`src/rtl/matmul_mem_responder.sv`:
```
// rtl/matmul_mem_responder.sv - fixed-latency A/B/C region memory for the matmul engine plus a host access port
// Engine ports are never stalled; the host port yields whenever the engine touches the same region.
module matmul_mem_responder #(
  parameter int DEPTH = 4,
  parameter int DW    = 32,
  parameter int AW    = 10
) (
  input  logic          clk,
  input  logic          rstn,
  input  logic          mem_read_en_A,
  input  logic [AW-1:0] mem_addr_A,
  output logic [DW-1:0] mem_data_A,
  input  logic          mem_read_en_B,
  input  logic [AW-1:0] mem_addr_B,
  output logic [DW-1:0] mem_data_B,
  input  logic          mem_write_en_C,
  input  logic [AW-1:0] mem_addr_C,
  input  logic [DW-1:0] mem_data_C,
  input  logic          host_req,
  input  logic          host_we,
  input  logic [AW-1:0] host_addr,
  input  logic [DW-1:0] host_wdata,
  output logic          host_ack,
  output logic [DW-1:0] host_rdata,
  output logic          host_err,
  output logic [2:0]    err_flags,
  input  logic          err_clr,
  output logic [7:0]    c_wr_cnt
);
  localparam int IW = (DEPTH > 1) ? $clog2(DEPTH) : 1;
  localparam logic [7:0] DEPTH_L = 8'(DEPTH);

  typedef enum logic {S_IDLE, S_ACK} state_t;

  state_t        state_q, state_d;
  logic [DW-1:0] mem_a_q [DEPTH];
  logic [DW-1:0] mem_a_d [DEPTH];
  logic [DW-1:0] mem_b_q [DEPTH];
  logic [DW-1:0] mem_b_d [DEPTH];
  logic [DW-1:0] mem_c_q [DEPTH];
  logic [DW-1:0] mem_c_d [DEPTH];
  logic [DW-1:0] mem_data_a_q, mem_data_a_d;
  logic [DW-1:0] mem_data_b_q, mem_data_b_d;
  logic          host_ack_q, host_ack_d;
  logic [DW-1:0] host_rdata_q, host_rdata_d;
  logic          host_err_q, host_err_d;
  logic [2:0]    err_flags_q, err_flags_d;
  logic [7:0]    c_wr_cnt_q, c_wr_cnt_d;

  logic [2:0]    err_new;
  logic          a_ok, b_ok, c_ok, host_ok, host_conflict;
  logic [1:0]    host_region;
  logic [IW-1:0] host_idx;

  always_comb begin
    mem_a_d      = mem_a_q;
    mem_b_d      = mem_b_q;
    mem_c_d      = mem_c_q;
    state_d      = state_q;
    host_ack_d   = 1'b0;
    host_rdata_d = host_rdata_q;
    host_err_d   = host_err_q;
    mem_data_a_d = mem_data_a_q;
    mem_data_b_d = mem_data_b_q;
    c_wr_cnt_d   = c_wr_cnt_q;
    err_new      = 3'b000;

    a_ok = (mem_addr_A[9:8] == 2'b00) && (mem_addr_A[7:0] < DEPTH_L);
    b_ok = (mem_addr_B[9:8] == 2'b01) && (mem_addr_B[7:0] < DEPTH_L);
    c_ok = (mem_addr_C[9:8] == 2'b10) && (mem_addr_C[7:0] < DEPTH_L);

    if (mem_read_en_A) begin
      if (a_ok) mem_data_a_d = mem_a_q[mem_addr_A[IW-1:0]];
      else begin
        mem_data_a_d = '0;
        err_new[0]   = 1'b1;
      end
    end
    if (mem_read_en_B) begin
      if (b_ok) mem_data_b_d = mem_b_q[mem_addr_B[IW-1:0]];
      else begin
        mem_data_b_d = '0;
        err_new[1]   = 1'b1;
      end
    end
    if (mem_write_en_C) begin
      if (c_ok) begin
        mem_c_d[mem_addr_C[IW-1:0]] = mem_data_C;
        if (c_wr_cnt_q != 8'hFF) c_wr_cnt_d = c_wr_cnt_q + 8'd1;
      end else begin
        err_new[2] = 1'b1;
      end
    end
    // A fresh error outranks a same-cycle clear
    err_flags_d = (err_clr ? 3'b000 : err_flags_q) | err_new;

    host_region   = host_addr[9:8];
    host_idx      = host_addr[IW-1:0];
    host_ok       = (host_region != 2'b11) && (host_addr[7:0] < DEPTH_L);
    host_conflict = ((host_region == 2'b00) && mem_read_en_A) ||
                    ((host_region == 2'b01) && mem_read_en_B) ||
                    ((host_region == 2'b10) && mem_write_en_C);

    case (state_q)
      S_IDLE: begin
        if (host_req && !host_conflict) begin
          state_d      = S_ACK;
          host_ack_d   = 1'b1;
          host_err_d   = !host_ok;
          host_rdata_d = '0;
          if (host_ok) begin
            if (host_we) begin
              case (host_region)
                2'b00:   mem_a_d[host_idx] = host_wdata;
                2'b01:   mem_b_d[host_idx] = host_wdata;
                default: mem_c_d[host_idx] = host_wdata;
              endcase
            end else begin
              case (host_region)
                2'b00:   host_rdata_d = mem_a_q[host_idx];
                2'b01:   host_rdata_d = mem_b_q[host_idx];
                default: host_rdata_d = mem_c_q[host_idx];
              endcase
            end
          end
        end
      end
      default: state_d = S_IDLE;
    endcase
  end

  always_ff @(posedge clk or negedge rstn) begin
    if (!rstn) begin
      for (int i = 0; i < DEPTH; i++) begin
        mem_a_q[i] <= '0;
        mem_b_q[i] <= '0;
        mem_c_q[i] <= '0;
      end
      state_q      <= S_IDLE;
      host_ack_q   <= 1'b0;
      host_rdata_q <= '0;
      host_err_q   <= 1'b0;
      mem_data_a_q <= '0;
      mem_data_b_q <= '0;
      err_flags_q  <= 3'b000;
      c_wr_cnt_q   <= 8'd0;
    end else begin
      mem_a_q      <= mem_a_d;
      mem_b_q      <= mem_b_d;
      mem_c_q      <= mem_c_d;
      state_q      <= state_d;
      host_ack_q   <= host_ack_d;
      host_rdata_q <= host_rdata_d;
      host_err_q   <= host_err_d;
      mem_data_a_q <= mem_data_a_d;
      mem_data_b_q <= mem_data_b_d;
      err_flags_q  <= err_flags_d;
      c_wr_cnt_q   <= c_wr_cnt_d;
    end
  end

  assign mem_data_A = mem_data_a_q;
  assign mem_data_B = mem_data_b_q;
  assign host_ack   = host_ack_q;
  assign host_rdata = host_rdata_q;
  assign host_err   = host_err_q;
  assign err_flags  = err_flags_q;
  assign c_wr_cnt   = c_wr_cnt_q;
endmodule

```
`config.mk`:
```
export PLATFORM = sky130hd
export DESIGN_NAME = matmul_mem_responder
export DESIGN_NICKNAME = d
export VERILOG_FILES = /design/src/rtl/matmul_mem_responder.sv
export SDC_FILE = /design/constraint.sdc
export NUM_CORES = 1
export LEC_CHECK = 0
export CORE_ASPECT_RATIO = 1.1
export CORE_MARGIN = 4
export CORE_UTILIZATION = 55
export CTS_CLUSTER_DIAMETER = 40
export CTS_CLUSTER_SIZE = 14
export DETAILED_ROUTE_END_ITERATION = 10
export PLACE_DENSITY = 0.88
export SLEW_MARGIN = 0
export SYNTH_ARGS = -nofsm -noshare
export SYNTH_HDL_FRONTEND = slang
export SYNTH_SLANG_ARGS = --single-unit
```
`constraint.sdc`:
```
create_clock -name clk -period 2.55 [get_ports clk]
set_input_delay 0.255 -clock clk [delete_from_list [all_inputs] [get_ports clk]]
set_output_delay 0.255 -clock clk [all_outputs]
set_load 0.005 [all_outputs]
```
======== Word level (Yosys, flattened, before mapping) ========
Cells that the tools add are included.
word-level totals
  bits in registers ....................... 493
  input port bits ......................... 112
  logic and storage cells ................. 107
operators by class
  equal/unequal tests ..................... 6
  multiplexer cells ....................... 44
  add/subtract/negate cells ............... 1
  bitwise gates (word level) .............. 6
  reductions and logical operators ........ 21
  $lt $le $gt $ge ......................... 10
operators with widths
  kind                                                                   count
  128-bit two-way mux                                                    7
  128-bit bitwise mux                                                    4
  32-bit two-way mux                                                     16
  32-bit binary-select mux with 2-bit select                             5
  32-bit demux with 2-bit select                                         2
  32-bit one-hot mux with 2 select lines                                 1
  8-bit by 3-bit < comparator with 1-bit output, second input constant   4
  3-bit >= comparator, second input constant                             4
  2-bit NOT with 3-bit output                                            4
  1-bit logical AND                                                      10
  5-bit AND reduction                                                    2
  8-bit by 1-bit adder with 8-bit output, second input constant          1
  1-bit two-way mux                                                      8
  8-bit inequality test, second input constant                           1
  3-bit by 1-bit < comparator with 1-bit output, second input constant   2
  2-bit by 1-bit equality test with 1-bit output, second input constant  2
  2-bit equality test, second input constant                             2
  2-bit zero test                                                        2
  3-bit two-way mux                                                      1
  3-bit OR                                                               1
  3-bit AND reduction                                                    1
  1-bit zero test                                                        2
  1-bit logical OR                                                       2
  2-bit inequality test, second input constant                           1
  3 further kinds                                                        3

======== Logic depth before layout (Yosys ltp) ========
Gate-level depths: netlist of the first run.
  depth after elaboration ................. 14
  mapped depth ............................ 7

======== Worst setup path after synthesis of the first run ========
OpenSTA, ideal clock, no wires.
  path kind ............................... input-to-reg
  from .................................... input port host_addr[1]
  to ...................................... register host_rdata_q[21], in the netlist host_rdata[21]
  slack ................................... 0.418 ns
  arrival ................................. 1.994 ns
  cell stages on the path ................. 7
  cell sequence ........................... clkbuf_1 -> clkbuf_1 -> buf_2 -> mux4_2 -> mux2_2 -> nand3_1 -> o211ai_1
between the ends
  word-level cells in the longest chain between the ends .. 7
ends and longest elaborated chain
  item                                                           RTL line       RTL
  from (decl)                                                    21             input logic [AW-1:0] host_addr,
  2-bit NOT with 3-bit output (implied by the code)              120, 121, 122
  32-bit binary-select mux with 2-bit select (on tied branches)  122, 120, 121
  32-bit two-way mux (on tied branches) (2 in series)            122, 120, 121
  32-bit one-hot mux with 2 select lines                         119            case (host_region)
  32-bit two-way mux                                             112            if (host_we) begin
  32-bit two-way mux *                                           111            if (host_ok) begin
  to (signal assigned)                                           153            host_rdata_q <= host_rdata_d;
  to (decl)                                                      45             logic [DW-1:0] host_rdata_q, host_rdata_d;
Every way passes the cells marked *; elsewhere a longest branch is shown, timed or not. The select of a mux whose other input is x is not followed.
A chain may end at the register's enable or synchronous reset.

==> impl_metrics.tcl, run 1 <==
set metrics [dict create \
    antenna_found_initial 7 \
    grt_max_degree 91 \
    synth-warning-count 0 \
    grt_setup_unrepaired "no" \
    place_congestion 0.893 \
    final-hold-violation-count 0 \
    synth_cell_types 44 \
    skew_ps 34.2 \
    grt_pass1_wl_um 110000 \
    crit_fanout 10 \
    initial_core_util_pct 56.0 \
    setup_tns_ps 0 \
    max_slew_margin_pct 56.4 \
    r2r_setup_slack_ps 470 \
    p_total_w 0.0191 \
    grt-busiest-layer "met2" \
    die_h_um 232 \
    core_sq_mm 0.0447 \
    grt_pass1_vias 18200 \
    critical_path_class "flop to flop" \
    synth-main-ff-cell "dfrtp_1" \
    whs_ps 264 \
    finalNetCount 2085 \
    min_period_ps 2080 \
    min_path_type "input pin to asynchronous set/reset pin" \
    clk_path_buf_depth 3 \
    final_common_cell "dfrtp_1" \
    cts_resized 0 \
    tightest_slew_ps 654 \
    syn_area_sq_mm 0.0250 \
    clock_sinks 493 \
    power_frac_seq_pct 41.7 \
    fp.dieArea_sq_mm 0.0490 \
    r2r-end "mem_b_q[108]" \
    postRouteAntennaNets 0 \
    p_int_w 0.0147 \
    clock.fmax_mhz 480 \
    cpPeakStageDelay_ps 410 \
    p_switching_w 0.00439 \
    slew_viol_final 0 \
    crit_slowest_cell "dfrtp_1" \
    root_buffer "clkbuf_16" \
    fp.dieW_um 211 \
    clk_pin_slew_ps 60 \
    io_buffer_count 220 \
    path_buf_inv 2 \
    syn_nets 1878 \
    crit_path_end "mem_b_q[108]" \
    area_delta_synth_final_pct 22.5 \
    startpoint_type "flop" \
    critPathLaunch "host_ack" \
    setup_violations 0 \
    use_met3_pct 7.19 \
    mostFrequentLayoutCells "493 x dfrtp_1, 454 x mux2_2, 210 x clkdlybuf4s50_1, 167 x inv_1, 160 x mux4_2" \
    wl_um 70900 \
    worstPathRequired_ps 3000 \
    layout-drive-gt1-share_pct 42.2 \
    setup_ws_ps 468 \
    netlist_instances 1765 \
    placed_area_sq_mm 0.0282 \
    yosysSeqAreaShare_pct 49.3 \
    cp_top_family "simple AND/OR/NAND/NOR gates" \
    place_hpwl_um 45500 \
    crit_top_cell "buf_4" \
    drc 0 \
    clkPwrFrac_pct 52.4 \
    fin_crit_sh_pct 81.6 \
    synthXorXnorAreaFrac_pct 0.245 \
    postCtsSetupBuffers 0 \
    synth_top_family_by_area "multiplexers" \
    r2r-start "host_ack" \
    dp_slack_ps 2.01 \
    avgRoutedWirePerCell_um 27.2 \
    drtIter0Drc 1467 \
    insertion_delay_ps 600 \
    htree_levels 3 \
    drt_pass1_iterations 5 \
    crit_chain "and3b_1 > o211ai_4 > buf_4 > nor3_2 > buf_4 > mux2_2" \
    status "completed" \
    combPwrFrac_pct 5.9 \
    crit_cells 6 \
    met1_usage_pct 38.2 \
    async_flop_share_pct 100 \
    synth_edf_count 0 \
    power_density_mw_per_mm2 622 \
    synth-simple-area-share_pct 2.93 \
    synth-compound-area-share_pct 2.92 \
    ys_ff_latch 493 \
    switching_share_pct 23.0 \
    row_count 81 \
    max-vdd-ir-drop_mv 0.424 \
    synthMuxAreaShare_pct 39.4 \
    io_pins 221 \
    grtUsageTotal_pct 29.2 \
    cts_hold_buffers 1 \
    r2r.worst_path.cells 6 \
    grt_overflow 0 \
    met2_usage_pct 47.8 \
    arrival_ps 2530 \
    design_area_sq_mm 0.0307 \
    viasPerCell 6.40 \
    synthAdderAreaFrac_pct 0.0500 \
    endpoint_kind "flop" \
    avgSynthCellArea_sq_um 14.2 \
    via_count 16700 \
    cts_tree "built" \
    leakagePower_nw 14.1 \
    max_cap_violations 0 \
    cts_made_buffers 66 \
]
==> power groups by stage <==
stage	combinational, W	sequential, W	clock [W]
2_1_floorplan	0.000489	0.00807	0
3_3_place_gp	0.00108	0.00808	0
3_5_place_dp	0.00112	0.00808	0
4_1_cts	0.00113	0.00795	0.0101
5_1_grt	0.00120	0.00795	0.0104
6_report	0.00113	0.00795	0.00998
==> cell families (layout without fill, tap and decap cells) <==
| kind of cell | after synthesis | in the layout |
|---|---|---|
| xor+xnor | 7 | 7 |
| buf+inv | 319 | 576 |
| other cells | 0 | 6 |
| simple gates | 133 | 133 |
| mux | 706 | 706 |
| flops | 493 | 493 |
| fa+ha+maj | 1 | 1 |
| compound gates | 106 | 106 |
==> metal layers <==
metal / share of wire (%) / routed length, um
met1: 38 / 27100
met2: 49 / 35100
met4: 3.7 / 2660
met3: 8.6 / 6120
met5: 0.065 / 46
==> synthesized netlist by cell type, types with 2 or more instances <==
| library cell | number | area share, % |
|---|---|---|
| dfrtp_1 | 493 | 49 |
| o211ai_1 | 32 | 0.96 |
| inv_1 | 167 | 2.5 |
| nor2b_1 | 5 | 0.12 |
| nor3_1 | 5 | 0.10 |
| buf_6 | 4 | 0.18 |
| nor4_4 | 2 | 0.17 |
| mux2_2 | 454 | 20 |
| buf_1 | 12 | 0.18 |
| o22ai_1 | 64 | 1.6 |
| clkbuf_1 | 83 | 1.2 |
| mux2_1 | 61 | 2.7 |
| nand2_1 | 42 | 0.63 |
| nor4b_1 | 2 | 0.070 |
| nand3_1 | 42 | 0.84 |
| mux4_2 | 160 | 14 |
| nand4_1 | 9 | 0.22 |
| buf_2 | 52 | 1.0 |
| nor2_1 | 6 | 0.090 |
| nor4_1 | 7 | 0.17 |
| xor2_1 | 7 | 0.24 |
| o21ai_0 | 4 | 0.080 |
| nor3b_1 | 2 | 0.060 |
| mux2_4 | 30 | 1.8 |
==> stage by stage <==
stage                     instances  util (%)
after CTS                      2603      68.6
final                          2609      68.6
after global placement         2484      63.2
after detailed placement       2484      63.2
after floorplan                1765         -
after global routing           2605      68.6
==> how the worst min path moves through the flow <==
stage | start | slack [ps] | cells past startpoint | end
floorplan | rstn | -40 | 0 | c_wr_cnt[0]
global placement | rstn | 280 | 1 | mem_c_q[7]
detailed placement | rstn | 290 | 1 | mem_c_q[7]
CTS | rstn | 260 | 2 | mem_c_q[100]
global route | rstn | 320 | 2 | mem_c_q[102]
finish | rstn | 260 | 2 | mem_a_q[73]
==> final cells by class <==
type / count / area [sq um]
flip-flops and latches: 493 / 12300
clock buffers: 82 / 1910
clock inverters: 36 / 485
inverters: 167 / 627
fillers: 2860 / 14000
repair buffers: 291 / 3100
well taps: 581 / 727
multi-input cells: 953 / 11500
diodes: 6 / 15.0
==> state kept, by name, summed over array words and instances (netlist names) <==
name,flops
mem_data_B,32
mem_a_q,128
mem_b_q,128
host_ack,1
err_flags,3
host_err,1
mem_data_A,32
c_wr_cnt,8
mem_c_q,128
host_rdata,32
Note: power is estimated with default switching activity, not from simulation.
==> run 2, diff against run 1 <==
Settings changed: CORE_UTILIZATION 55 to 53.
Clock period 2.55 ns to 1.71 ns, I/O delays scaled along.
==> impl_metrics.tcl, run 2 (same netlist as run 1, synthesis figures left out) <==
set metrics [dict create \
    whs_ps 69.2 \
    io_pins 221 \
    startpoint_type "input pin" \
    place_hpwl_um 48200 \
    dp_slack_ps -891 \
    utilization_pct 70.3 \
    clock.fmax_mhz 470 \
    p_switching_w 0.00680 \
    min_path_type "input pin to asynchronous set/reset pin" \
    core_sq_mm 0.0467 \
    skew_ps 31.8 \
    drt_pass1_iterations 7 \
    antenna_found_initial 9 \
    max_slew_margin_pct 56.7 \
    fin_crit_sh_pct 125 \
    max-vdd-ir-drop_mv 0.881 \
    reg.largest.list "mem_a_q: 128 flops, mem_b_q: 128 flops, mem_c_q: 128 flops" \
    final-hold-violation-count 0 \
    power_density_mw_per_mm2 842 \
    arrival_ps 2650 \
    final_cells 2743 \
    postRouteAntennaNets 0 \
    wl_um 91200 \
    cts_tree "built" \
    place_congestion 0.847 \
    initial_core_util_pct 53.6 \
    fillers 2702 \
    mostFrequentLayoutCells "493 x dfrtp_1, 361 x mux2_2, 166 x inv_1, 163 x mux2_4, 160 x mux4_2" \
    fp.dieW_um 215 \
    crit_fanout 16 \
    drc 0 \
    grtUsageTotal_pct 30.7 \
    grt_max_degree 72 \
    final_common_cell "dfrtp_1" \
    drtIter0Drc 1901 \
    row_count 83 \
    clk_pin_slew_ps 60 \
    root_buffer "clkbuf_16" \
    r2r.worst_path.cells 7 \
    clkPwrFrac_pct 49.9 \
    worstPathRequired_ps 2230 \
    fp.dieArea_sq_mm 0.0508 \
    tightest_slew_ps 648 \
    area_delta_synth_final_pct 31.2 \
    cts_made_buffers 59 \
    clock_sinks 493 \
    p_int_w 0.0209 \
    combPwrFrac_pct 7.2 \
    switching_share_pct 24.6 \
    grt_overflow 0 \
    min_period_ps 2130 \
    io_buffer_count 220 \
    grt_pass1_wl_um 119000 \
    via_count 18700 \
    htree_levels 2 \
    viasPerCell 6.82 \
    finalNetCount 2199 \
    slew_viol_final 0 \
    grt_pass1_vias 19400 \
    setup_ws_ps -419 \
    avgRoutedWirePerCell_um 33.2 \
    insertion_delay_ps 650 \
    clk_path_buf_depth 3 \
    die_h_um 236 \
    violations "setup timing" \
    leakagePower_nw 15.8 \
    max_cap_violations 0 \
    r2r_setup_slack_ps -360 \
    r2r-end "mem_b_q[91]" \
    power_frac_seq_pct 42.9 \
    grt_setup_unrepaired "yes" \
    endpoint_kind "flop" \
    dp_cells 2551 \
    setup_violations 410 \
    critical_path_class "input pin to flop" \
    r2r-start "host_ack" \
    layout-drive-gt1-share_pct 47.4 \
    status "finished with violations" \
]
[run 2: how the worst max path moves through the flow]
stage	from	to	slack (ps)	depth (start not counted)
5_1_grt	host_addr[3]	mem_b_q[31]	-410	8
4_1_cts	host_ack	mem_a_q[93]	-230	5
6_report	host_addr[3]	mem_b_q[13]	-420	8
3_5_place_dp	host_addr[7]	mem_a_q[65]	-890	6
3_3_place_gp	host_addr[7]	mem_a_q[70]	-880	6
2_1_floorplan	host_ack	mem_a_q[65]	-160	6
[run 2: power by group through the flow]
stage	sequential [W]	combinational (W)	clock (W)
after floorplan	0.0120	0.000746	0
after global placement	0.0120	0.00175	0
after detailed placement	0.0120	0.00181	0
after CTS	0.0118	0.00185	0.0137
after global routing	0.0119	0.00207	0.0144
final	0.0119	0.00199	0.0138
[run 2: routing by layer]
layer / global-route usage [%] / share of wire (%)
met5: 0 / 0.073
met4: 19.4 / 9.4
met3: 6.69 / 10
met2: 50.8 / 47
met1: 36.8 / 33
[run 2: cell type report]
| type | instances | area [sq um] | area share, % |
|---|---|---|---|
| multi-input combinational | 953 | 12000 | 36.6 |
| antenna | 13 | 32.5 | 0.0990 |
| clock buffer | 70 | 1590 | 4.83 |
| timing repair buffer | 412 | 4940 | 15.0 |
| tap | 595 | 744 | 2.27 |
| sequential | 493 | 12300 | 37.5 |
| inverter | 167 | 629 | 1.92 |
| clock inverter | 40 | 544 | 1.66 |
[run 2: critical path, stage by stage]
cell             delay [ps]
clkdlybuf4s50_1         500
nor4_4                  420
buf_4                   200
nand4_1                 210
nor3_2                  350
buf_4                   210
buf_12                  180
mux2_2                  360
[run 2: repair_timing]
| action | CTS | global route |
|---|---|---|
| hold buffers | 1 | 0 |
| setup endpoints to repair | 423 | 452 |
| pin swaps | 4 | 12 |
| gates resized for setup | 101 | 165 |
| cloned | 7 | 22 |
| hold endpoints to repair | 352 | 0 |
| buffers inserted | 18 | 23 |
[run 2: stage by stage]
| step | TNS, ps | total power [W] | area [sq um] |
|---|---|---|---|
| floorplan | -31170 | 0.0128 | 25200 |
| global placement | -275470 | 0.0138 | 28900 |
| detailed placement | -293080 | 0.0139 | 28900 |
| CTS | -35620 | 0.0274 | 31600 |
| global route | -97370 | 0.0283 | 32800 |
| finish | -90940 | 0.0277 | 32900 |
